<file path="src/rtl/snax_gemm_csr_sequencer.sv">
// snax_gemm_csr_sequencer: replays shadow CSR config, starts the GEMM, polls busy and reports duration.
// Ports: clk_i/rst_ni clock and async active-low reset; cfg_we_i/cfg_idx_i/cfg_data_i shadow writes;
// launch_i starts a sequence; busy_o/done_o/cycles_o status; csr_req_* request channel;
// csr_rsp_* read-response channel.
module snax_gemm_csr_sequencer #(
  parameter int NumRegs    = 16,
  parameter int StartAddr  = 16,
  parameter int StatusAddr = 17,
  parameter int PollGap    = 4
) (
  input  logic                       clk_i,
  input  logic                       rst_ni,
  input  logic                       cfg_we_i,
  input  logic [$clog2(NumRegs)-1:0] cfg_idx_i,
  input  logic [31:0]                cfg_data_i,
  input  logic                       launch_i,
  output logic                       busy_o,
  output logic                       done_o,
  output logic [31:0]                cycles_o,
  output logic [31:0]                csr_req_data_o,
  output logic [31:0]                csr_req_addr_o,
  output logic                       csr_req_write_o,
  output logic                       csr_req_valid_o,
  input  logic                       csr_req_ready_i,
  input  logic                       csr_rsp_valid_i,
  input  logic [31:0]                csr_rsp_data_i,
  output logic                       csr_rsp_ready_o
);
  localparam int IW = $clog2(NumRegs);
  typedef enum logic [2:0] {IDLE, WR_CFG, WR_START, POLL_REQ, POLL_RSP, GAP, DONE} state_t;
  state_t state;
  logic [IW-1:0] idx;
  logic [31:0] shadow [NumRegs];
  logic [31:0] cnt, cnt_inc, gap;
  logic hs, unused_rsp;
  assign hs = csr_req_valid_o & csr_req_ready_i;
  assign cnt_inc = &cnt ? cnt : cnt + 32'd1;
  assign busy_o = state != IDLE;
  assign csr_rsp_ready_o = state == POLL_RSP;
  assign unused_rsp = ^csr_rsp_data_i[31:1];
  // Request fields decode straight from the state register, so they are stable until the handshake
  // and the request appears in the same cycle the state is entered.
  always_comb begin
    csr_req_valid_o = state inside {WR_CFG, WR_START, POLL_REQ};
    csr_req_write_o = state inside {WR_CFG, WR_START};
    csr_req_addr_o  = state == WR_CFG ? 32'(idx) : state == WR_START ? 32'(StartAddr) :
                      state == POLL_REQ ? 32'(StatusAddr) : 32'd0;
    csr_req_data_o  = state == WR_CFG ? shadow[idx] : state == WR_START ? 32'd1 : 32'd0;
  end
  always_ff @(posedge clk_i or negedge rst_ni) begin
    if (!rst_ni) begin
      state    <= IDLE;
      idx      <= '0;
      cnt      <= '0;
      gap      <= '0;
      cycles_o <= '0;
      done_o   <= 1'b0;
      for (int i = 0; i < NumRegs; i++) shadow[i] <= '0;
    end else begin
      done_o <= 1'b0;
      if (state != IDLE) cnt <= cnt_inc;
      case (state)
        IDLE: begin
          if (cfg_we_i) shadow[cfg_idx_i] <= cfg_data_i;
          if (launch_i) begin
            state <= WR_CFG;
            idx   <= '0;
            cnt   <= '0;
          end
        end
        WR_CFG: if (hs) begin
          idx <= idx == IW'(NumRegs - 1) ? '0 : idx + 1'b1;
          if (idx == IW'(NumRegs - 1)) state <= WR_START;
        end
        WR_START: if (hs) state <= POLL_REQ;
        POLL_REQ: if (hs) state <= POLL_RSP;
        POLL_RSP: if (csr_rsp_valid_i) begin
          gap    <= '0;
          state  <= csr_rsp_data_i[0] ? GAP : DONE;
          done_o <= !csr_rsp_data_i[0];
          // cycles_o is captured on entry to DONE so it is valid alongside the done pulse;
          // it counts every cycle from WR_CFG entry up to (not including) DONE.
          if (!csr_rsp_data_i[0]) cycles_o <= cnt_inc;
        end
        GAP: begin
          gap <= gap + 32'd1;
          if (gap == 32'(PollGap - 1)) state <= POLL_REQ;
        end
        DONE: state <= IDLE;
        default: state <= IDLE;
      endcase
    end
  end
endmodule
</file>
<file path="config.mk">
export PLATFORM = sky130hd
export DESIGN_NAME = snax_gemm_csr_sequencer
export DESIGN_NICKNAME = d
export VERILOG_FILES = /design/src/rtl/snax_gemm_csr_sequencer.sv
export SDC_FILE = /design/constraint.sdc
export NUM_CORES = 1
export LEC_CHECK = 0
export BUFFER_PORTS_ARGS = -buffer_cell sky130_fd_sc_hd__buf_2
export CORE_AREA = 2 2 273 275
export CTS_CLUSTER_DIAMETER = 120
export DETAILED_ROUTE_END_ITERATION = 7
export DIE_AREA = 0 0 275 277
export HOLD_SLACK_MARGIN = 0.03
export PLACE_DENSITY = 0.68
export SLEW_MARGIN = 20
export SYNTH_ARGS = -nofsm -noshare
export SYNTH_HDL_FRONTEND = slang
export SYNTH_SLANG_ARGS = --single-unit
</file>
<file path="constraint.sdc">
create_clock -name clk_i -period 2.7 [get_ports clk_i]
set_input_delay 0.405 -clock clk_i [delete_from_list [all_inputs] [get_ports clk_i]]
set_output_delay 0.405 -clock clk_i [all_outputs]
set_load 0.01 [all_outputs]
</file>
==> reports/results.tsv <==
metric	value	unit
avgSynthCellArea	14.24	sq um
peakVddDrop	0.5270	mV
grt.total_usage	18.73	%
synth_compound_area_share	3.898	%
synth_xor_area_share	0.4235	%
relSlewSlack	45.63	%
ys_types	67	
path_clk_slew	60	ps
p_leak	0.01542	uW
endpoint_kind	output pin	
io_buffers	116	
cts_tree	built	
tns	-15820	ps
antenna_found_initial	15	
cp_data_required_time	2300	ps
drcViolationCount	0	
first_pass_iters	5	
wl_met1	31220	um
worst_setup_path_start_kind	register	
cts.path.max_buffers	3	
hold_viol	0	
grt_pass1_vias	18840	
synthArstFlopShare	100.0	%
clk_latency	610	ps
gp_congestion	0.7978	
slowest_stage	dfrtp_4	
tightest_slew	815.5	ps
setup_slack	-549.2	ps
yosys_warnings	0	
hold_path.class	in2reg	
num_vias	18060	
dpl_worst_slack	48.65	ps
io_pins	175	
routed-wl-met2	34950	um
fin_crit	3249	ps
power.density	1134	nW/um^2
fin_crit_sh	120.3	%
num_rows	100	
drive_gt1_share	48.01	%
highest_layer	met5	
cts_buffers	68	
critPathMaxFanout	12	
cts_root_buffer	clkbuf_16	
coreArea	73570	sq um
outcome	complete, but fails checks	
synth_mux_area_share	32.83	%
cp.arrival	2840	ps
wire_per_inst	22.51	um
ys.flop_type	dfrtp_1	
synth_top_area_share	53.23	%
rsz0062_at_grt	true	
grt_pass1_wl	110400	um
path_cells	buf_12, buf_12, mux4_2, mux4_2, and2_4, buf_6	
fin_nets	2239	
ys_seq_area_share	53.23	%
fin_skew	23.84	ps
synth_top_family_by_area	multiplexers	
ys_ff_latch	616	
clock.fmax	307.8	MHz
crit_type	reg2out	
finalSetupViolCount	32	
htreeDepth	3	
synth_edf_count	0	
synthSimpleGateAreaFrac	6.136	%
met3WireLength	3889	um
p_total	38560	uW
dieArea	76180	sq um
cts.sinks	616	
grt_max_degree	79	
drt-initial-drc-count	1245	
syn_area	28960	sq um
ant_nets	0	
synthCells	2034	
synthAdderAreaFrac	0.1296	%
violations	setup timing	
grt-ovfl-total	0	
die_h	277	um
hpwlAfterDp	42880	um
die_x	275	um
yosysTopAreaCell	dfrtp_1	
slew_viol_final	0	
syn2layout_area_growth	17.39	%
start_util	39.36	%
crit_path_max_incr_delay	530	ps
drv_cap	0	
wl	71680	um
viasPerCell	5.669	
synthTopCellsByArea	dfrtp_1, mux2_2, mux4_2	
[layout make-up]
type / instances / area (sq um)
well taps: 969 / 1212
diodes: 6 / 15.01
multi-input cells: 1230 / 12830
flip-flops and latches: 616 / 15420
clock buffers: 99 / 1979
repair buffers: 230 / 2138
fillers: 6372 / 39580
clock inverters: 19 / 335.3
inverters: 16 / 60.06
[state kept, by name, indices dropped and copies added (netlist names)]
name / flops
gap: 32
shadow: 512
cycles_o: 32
done_o: 1
cnt: 32
state: 3
idx: 4
[final timing paths]
check | start | to | slack [ps] | depth (start not counted)
min reg2reg | cycles_o[4] | cycles_o[4] | 470 | 2
min in group asynchronous | rst_ni | gap[9] | 400 | 2
max reg2reg | state[2] | shadow[490] | 200 | 7
max in group asynchronous | rst_ni | shadow[236] | 1460 | 3
min | csr_req_ready_i | idx[2] | 190 | 3
max | idx[0] | csr_req_data_o[16] | -550 | 6
[synth_stat cells (all sizes together), types with 15 or more instances]
cell and number:
nor3 21, clkbuf 89, nand3 52, and2 37, or4 17, nand2 93, a31oi 33, o211ai 21
nor2 32, mux2i 16, buf 109, inv 15, mux2 512, mux4 159, o21ai 50, nand4 19
dfrtp 616
[per-layer routing]
| layer | up-vias | GRT usage, % |
|---|---|---|
| met3 | 110 | 3.720 |
| met4 | 14 | 5.821 |
| met2 | 458 | 30.42 |
| met5 | - | 0 |
| li1 | 7823 | - |
| met1 | 9650 | 25.28 |
[cells in the final DEF (no fill, tap or decap), types with 9 or more instances in the layout]
cell,count
o21ai_0,47
mux2i_1,15
and2_4,25
buf_12,35
buf_4,62
a31oi_1,33
a21oi_1,13
mux4_2,159
nor4_1,9
or4_1,15
dfrtp_1,612
o31ai_1,11
nor2_1,31
or3_1,13
mux2_2,507
buf_2,92
buf_6,33
clkbuf_16,72
conb_1,27
xnor2_1,11
nand2_1,84
nor3_1,16
clkbuf_1,16
clkbuf_8,14
inv_1,15
and2_1,12
nand2_2,9
and3_1,9
o211ai_1,21
nand4_1,18
nand3_1,51
[repair_timing]
item / CTS / global route
gates cloned: 0 / 3
hold buffers: 2 / 0
pin swaps: 1 / 10
gates resized for setup: 40 / 28
setup buffers: 9 / 13
endpoints found under the hold margin: 52 / 0
setup endpoints to repair: 33 / 35
[kinds of logic after synthesis]
logic type,Yosys count
multiplexers,687
flip-flops,616
AND/OR/NAND/NOR,330
buffers and inverters,214
AO/OA/AOI/OAI,169
XOR/XNOR,14
adder cells (fa/ha/maj),3
other,1
[power breakdown]
part	switching, uW	total [uW]	internal [uW]
combinational	5300	13100	7780
sequential	2490	15900	13400
clock	3750	9610	5860
[metrics by stage]
| step | util (%) | cells | hold slack (ps) | instance area (sq um) |
|---|---|---|---|---|
| 4_1_cts | 45.81 | 3163 | 148.2 | 33700 |
| 3_5_place_dp | 42.31 | 3034 | 429.6 | 31120 |
| 3_3_place_gp | 42.31 | 3034 | 427.8 | 31120 |
| 5_1_grt | 46.20 | 3185 | 193.1 | 33990 |
| 6_report | 46.20 | 3185 | 191.7 | 33990 |
| 2_1_floorplan | - | 2060 | 109.4 | 29050 |
[critical path: cells and delay by family (launching register included)]
family / cells / cell delay, ps
buffers and inverters: 3 / 460
flip-flops: 1 / 530
multiplexers: 2 / 1050
AND/OR/NAND/NOR: 1 / 190
(Power assumes the default switching activity.)
